File: config.mk
export PLATFORM = sky130hd
export DESIGN_NAME = bram_sp_initiator
export DESIGN_NICKNAME = d
export VERILOG_FILES = /design/src/rtl/bram_sp_initiator.sv
export SDC_FILE = /design/constraint.sdc
export NUM_CORES = 1
export LEC_CHECK = 0
export ABC_AREA = 1
export BUFFER_PORTS_ARGS = -buffer_cell sky130_fd_sc_hd__buf_2
export CAP_MARGIN = 20
export CORE_ASPECT_RATIO = 1.75
export CORE_MARGIN = 10
export CORE_UTILIZATION = 45
export DETAILED_ROUTE_END_ITERATION = 12
export GPL_ROUTABILITY_DRIVEN = 0
export PLACE_DENSITY = 0.73
export SLEW_MARGIN = 20
export SYNTH_ARGS = -nofsm -noshare
export SYNTH_HDL_FRONTEND = slang
export SYNTH_SLANG_ARGS = --single-unit
File: constraint.sdc
create_clock -name clk -period 1.9 [get_ports clk]
set_input_delay 0.095 -clock clk [delete_from_list [all_inputs] [get_ports clk]]
set_output_delay 0.095 -clock clk [all_outputs]
set_load 0.005 [all_outputs]
File: src/rtl/bram_sp_initiator.sv
// bram_sp_initiator
//   Request-side controller for one single-port block RAM wrapper. Accepts
//   read/write requests on a valid/ready stream, drives the wrapper pins
//   combinationally from the accepted request, tracks the fixed read latency
//   and returns read data in order through a credit-limited response FIFO.
//
//   Build option: define BRAM_SP_INITIATOR_OUTREG_EN to register bram_data_out
//   before capture (read latency L=2, FIFO depth 4). Default: L=1, depth 3.
//
// Ports
//   clk, rst       clock, asynchronous active-high reset
//   req_valid/ready/write/addr/data   request stream, addr = {block, word}
//   rsp_valid/ready/data              in-order read response stream
//   bram_enable/write/block/addr/data_in   drive to wrapper
//   bram_data_out                          read data from wrapper
module bram_sp_initiator #(
   parameter int unsigned WIDTH   = 8,
   parameter int unsigned ADDR_W  = 11,
   parameter int unsigned BLOCK_W = 3
) (
   input  logic                       clk,
   input  logic                       rst,
   input  logic                       req_valid,
   output logic                       req_ready,
   input  logic                       req_write,
   input  logic [BLOCK_W+ADDR_W-1:0]  req_addr,
   input  logic [WIDTH-1:0]           req_data,
   output logic                       rsp_valid,
   input  logic                       rsp_ready,
   output logic [WIDTH-1:0]           rsp_data,
   output logic                       bram_enable,
   output logic                       bram_write,
   output logic [BLOCK_W-1:0]         bram_block,
   output logic [ADDR_W-1:0]          bram_addr,
   output logic [WIDTH-1:0]           bram_data_in,
   input  logic [WIDTH-1:0]           bram_data_out
);

`ifdef BRAM_SP_INITIATOR_OUTREG_EN
   localparam int unsigned LAT = 2;
`else
   localparam int unsigned LAT = 1;
`endif
   localparam int unsigned DEPTH = LAT + 2;
   localparam int unsigned CNT_W = $clog2(DEPTH + 1);
   localparam int unsigned PTR_W = $clog2(DEPTH);
   localparam int unsigned AW    = BLOCK_W + ADDR_W;

   logic [CNT_W-1:0] count, count_n;
   logic [CNT_W-1:0] fill, fill_n;
   logic [PTR_W-1:0] wr_ptr, wr_ptr_n, rd_ptr, rd_ptr_n;
   logic [WIDTH-1:0] mem [2**PTR_W];
   logic [WIDTH-1:0] head_n;
   logic [WIDTH-1:0] cap_data;
   logic [LAT-1:0]   rd_vld;
   logic             accept, accept_rd, push, pop;

   function automatic logic [PTR_W-1:0] ptr_inc(input logic [PTR_W-1:0] p);
      return (p == PTR_W'(DEPTH - 1)) ? '0 : p + 1'b1;
   endfunction

   // Credit gate: depends only on reset and the credit counter.
   assign req_ready = !rst && (count < CNT_W'(DEPTH));
   assign accept    = req_valid && req_ready;
   assign accept_rd = accept && !req_write;
   assign pop       = rsp_valid && rsp_ready;
   assign push      = rd_vld[LAT-1];

   // Wrapper pins follow the request directly so the RAM samples on the accept edge.
   assign bram_enable  = accept;
   assign bram_write   = accept && req_write;
   assign bram_block   = req_addr[AW-1 -: BLOCK_W];
   assign bram_addr    = req_addr[ADDR_W-1:0];
   assign bram_data_in = req_data;

   // Read-latency tracking and data capture point.
`ifdef BRAM_SP_INITIATOR_OUTREG_EN
   logic [WIDTH-1:0] data_q;

   always_ff @(posedge clk or posedge rst) begin
      if (rst) data_q <= '0;
      else     data_q <= bram_data_out;
   end

   assign cap_data = data_q;

   always_ff @(posedge clk or posedge rst) begin
      if (rst) rd_vld <= '0;
      else     rd_vld <= {rd_vld[0], accept_rd};
   end
`else
   assign cap_data = bram_data_out;

   always_ff @(posedge clk or posedge rst) begin
      if (rst) rd_vld <= '0;
      else     rd_vld <= accept_rd;
   end
`endif

   // Next-state for credits, FIFO pointers and the registered head.
   always_comb begin
      count_n  = count;
      fill_n   = fill;
      wr_ptr_n = wr_ptr;
      rd_ptr_n = rd_ptr;
      head_n   = rsp_data;

      case ({accept_rd, pop})
         2'b10:   count_n = count + 1'b1;
         2'b01:   count_n = count - 1'b1;
         default: ;
      endcase

      case ({push, pop})
         2'b10:   fill_n = fill + 1'b1;
         2'b01:   fill_n = fill - 1'b1;
         default: ;
      endcase

      if (push) wr_ptr_n = ptr_inc(wr_ptr);
      if (pop)  rd_ptr_n = ptr_inc(rd_ptr);

      // Pushed word becomes head when the FIFO is (or is about to be) empty,
      // since it is not yet in storage to be read back.
      if (push && ((fill == '0) || ((fill == CNT_W'(1)) && pop)))
         head_n = cap_data;
      else if (pop && (fill_n != '0))
         head_n = mem[rd_ptr_n];
   end

   always_ff @(posedge clk or posedge rst) begin
      if (rst) begin
         count     <= '0;
         fill      <= '0;
         wr_ptr    <= '0;
         rd_ptr    <= '0;
         rsp_valid <= 1'b0;
         rsp_data  <= '0;
      end else begin
         count     <= count_n;
         fill      <= fill_n;
         wr_ptr    <= wr_ptr_n;
         rd_ptr    <= rd_ptr_n;
         rsp_valid <= (fill_n != '0);
         rsp_data  <= head_n;
      end
   end

   // FIFO storage; contents are don't-care after reset since pointers restart.
   always_ff @(posedge clk) begin
      if (push) mem[wr_ptr] <= cap_data;
   end

   // Credits make overflow impossible; catch it if that ever breaks.
   always @(posedge clk) begin
      if (!rst)
         assert (!(push && !pop && (fill == CNT_W'(DEPTH))))
            else $error("bram_sp_initiator: push into full response fifo");
   end

endmodule

==> impl_metrics.csv <==
group,metric,value,unit
outcome,status,"finished clean",
layout,fillers,475,
synthesis,synth_top_family_by_area,"simple AND/OR/NAND/NOR gates",
synthesis,syn_area,2401,sq um
clocking,worstSkewPairLatency,0.30,ns
clocking,cts_tree,"yes",
synthesis,synth_nets,271,
synthesis,yosys_warnings,0,
place,hpwl,3770,um
clocking,clk_path_buf_depth,2,
power_and_ir_drop,power_leakage,1.160,nW
layout,n_antenna_cell,0,
synthesis,synth.area.top_cells,"edfxtp_1 40%, dfrtp_1 19%, nand3_1 12%",
place,dp_cells,295,
detailed_routing,dr.pass1.iters,4,
global_route,grt_pass1_vias,1784,
die,chipWidth,75.22,um
synthesis,synth_compound_area_share,1.876,%
sta,fin_worst_skew,0.005130,ns
sta,rsz0062_at_grt,"no",
global_route,grt_max_degree,19,
global_route,globalRouteMet3Util,2.211,%
place,io_buffers,24,
sta,max_freq,0.5975,GHz
power_and_ir_drop,p_sw_share,38.69,%
critical_path,critPathMaxFanout,4,
sta,tns,0,ns
sta,slew_violations,0,
global_route,gr-max-usage-layer,"met2",
power_and_ir_drop,switchingPower,0.001399,W
synthesis,yosys.area_share.simple,26.16,%
global_route,grt_use_met2,22.76,%
synthesis,synthDistinctLibCells,21,
layout,ff_latch_area,1411,sq um
layout,multi_input_area,734.5,sq um
sta,fin_crit_sh,88.08,%
sta,finalSetupViolations,0,
global_route,grt_antenna_before_repair,0,
power_and_ir_drop,peakVddDrop,0.0008091,V
detailed_routing,vias,1609,
critical_path,crit_type,"reg2reg",
global_route,grt_overflow,0,
layout,fin_cells,305,
detailed_routing,drt_iter0_drc,55,
min_path,hp-class,"in2reg",
synthesis,synth_top_area_share,40.02,%
layout,layout_common_cells,"58 x nand3_1, 48 x nand2_1, 32 x edfxtp_1",
synthesis,synth_top_cell_by_area,"edfxtp_1",
global_route,grt_first_pass_wirelength,8231,um
power_and_ir_drop,p_per_area,1404,nW/um^2
power_and_ir_drop,internal_power,0.002217,W
detailed_routing,routed_via_density,5.275,
die,rows,35,
synthesis,synth.avg_cell_area,10.30,sq um
synthesis,yosys_register_bits,50,
layout,fin_nets,287,
die,core_area,5211,sq um
sta,slew_headroom,55.09,%
synthesis,synthXorXnorAreaFrac,0.7295,%
layout,final_common_cell,"nand3_1",
synthesis,syn_inst,233,
power_and_ir_drop,combPwrFrac,40.7,%
critical_path,cp-end-kind,"register",
synthesis,synth_adder_area_share,1.563,%
layout,area_growth,7.295,%
job,drv_cap,0,
critical_path,max_stage_delay,0.43,ns
clocking,clock-sinks,50,
clocking,post-cts-setup-buffers,0,
detailed_routing,ant_nets,0,
die,start_util,46.07,%
clocking,numCtsBuffers,5,
layout,drive_above_1_share,24.80,%
power_and_ir_drop,clkPwrFrac,17.5,%
critical_path,worstPathCellList,"a21oi_2 > nand2_1 > nor2_2 > inv_1 > ha_1 > a21oi_1 > o21ai_0 > xnor2_1",
detailed_routing,detail_route.wl_per_cell,16.43,um
synthesis,synth-seq-area-share,58.78,%
die,die_area,8772,sq um
sta,min_period,1.674,ns
clocking,cts-root-buf,"clkbuf_8",
global_route,grtUsageTotal,12.21,%
die,dieHeight,116.6,um
clocking,cts.clk_slew.worst_paths,0.09,ns
power_and_ir_drop,seqPwrFrac,41.8,%
clocking,h-tree-depth,2,
synthesis,synth_mux_area_share,0,%
global_route,use_met1,12.04,%
sta,hold_viol,0,
sta,worst_pin_slew,0.6730,ns
die,io_pins,69,
critical_path,worstPathRequired,2.09,ns
critical_path,cp_slowest_cell,"dfrtp_1",
critical_path,setup.worst_path.start_class,"register",
detailed_routing,drc_errors,0,
critical_path,worstPathArrival,1.86,ns
detailed_routing,routed_wl,5010,um
## power groups by stage
stage	clock [W]	sequential, W	combinational, W
floorplan	0	0.00152	0.00108
global placement	0	0.00152	0.00144
detailed placement	0	0.00153	0.00148
CTS	0.000641	0.00151	0.00149
global route	0.000688	0.00154	0.00166
finish	0.000633	0.00151	0.00147
## repair_timing
| item | in CTS | in global routing |
|---|---|---|
| hold buffers | 2 | 0 |
| gates resized for setup | 0 | 2 |
| hold endpoints to repair | 19 | 0 |
| setup endpoints to repair | 0 | 1 |
## cells in the mapped netlist
master,number
dfrtp_1,18
a21oi_1,2
nand3_1,58
edfxtp_1,32
xnor2_1,2
buf_4,23
nand2_2,9
buf_6,2
nor2_1,4
inv_4,1
nand2_1,48
nand3_2,2
o21ai_0,1
ha_1,3
inv_2,2
nor3_1,4
inv_1,14
o21bai_1,2
a21o_4,1
nand2_4,3
nor2_2,2
## metal layers
layer | vias up | routed length, um
met5 | - | 0
met4 | 0 | 168
met3 | 24 | 210
met2 | 36 | 2723
met1 | 752 | 1907
li1 | 797 | -
## state kept, by name (all words and copies together), names as in the netlist
register / flops
count: 2
fill: 2
mem: 32
push: 1
rd_ptr: 2
rsp_data: 8
rsp_valid: 1
wr_ptr: 2
## area by class of cell
cell class              count  share of cell area [%]
well taps                  55                   2.671
clock buffers               6                   3.205
multi-input cells         141                   28.51
repair buffers             34                   7.771
clock inverters             2                  0.4857
flip-flops and latches     50                   54.78
inverters                  17                   2.574
## path summary, 6_finish.rpt
| check | from | endpoint | slack (ns) | depth (start not counted) |
|---|---|---|---|---|
| worst max-delay path | count[0]$_DFFE_PP0P_ | count[1]$_DFFE_PP0P_ | 0.23 | 8 |
| worst min-delay path | bram_data_out[0] | mem[1][0]$_DFFE_PP_ | 0.02 | 1 |
| worst max register to register | count[0]$_DFFE_PP0P_ | count[1]$_DFFE_PP0P_ | 0.23 | 8 |
| worst min register to register | rsp_data[7]$_DFFE_PP0P_ | rsp_data[7]$_DFFE_PP0P_ | 0.52 | 2 |
| max in group asynchronous | rst | rd_ptr[1]$_DFF_PP0_ | 1.03 | 3 |
| min in group asynchronous | rst | rsp_data[3]$_DFFE_PP0P_ | 0.44 | 3 |
## worst max-delay path, delay by kind of cell, from the launching register on
family / cells / cell delay, ns
xor+xnor: 1 / 0.14
flops: 1 / 0.43
buf+inv: 1 / 0.05
simple gates: 2 / 0.23
compound gates: 3 / 0.40
fa+ha+maj: 1 / 0.31
## per-stage QoR
stage | hold slack, ns | setup WS [ns] | util (%) | area (sq um) | power [W]
final | 0.01757 | 0.2265 | 49.44 | 2576 | 0.003616
after floorplan | 0.03357 | 0.2807 | - | 2401 | 0.002599
after CTS | 0.02118 | 0.1600 | 49.32 | 2570 | 0.003641
after global routing | 0.02132 | 0.04869 | 49.44 | 2576 | 0.003883
after global placement | 0.1900 | 0.2797 | 47.11 | 2455 | 0.002960
after detailed placement | 0.1900 | 0.1821 | 47.11 | 2455 | 0.003009
## cell families (layout without fill, tap and decap cells)
kind of cell             Yosys count  in the layout
AND/OR/NAND/NOR                  130            130
flip-flops                        50             50
buffers and inverters             42             59
AO/OA/AOI/OAI                      6              6
adder cells (fa/ha/maj)            3              3
XOR/XNOR                           2              2
No activity file was read; power rests on OpenSTA's default activity.
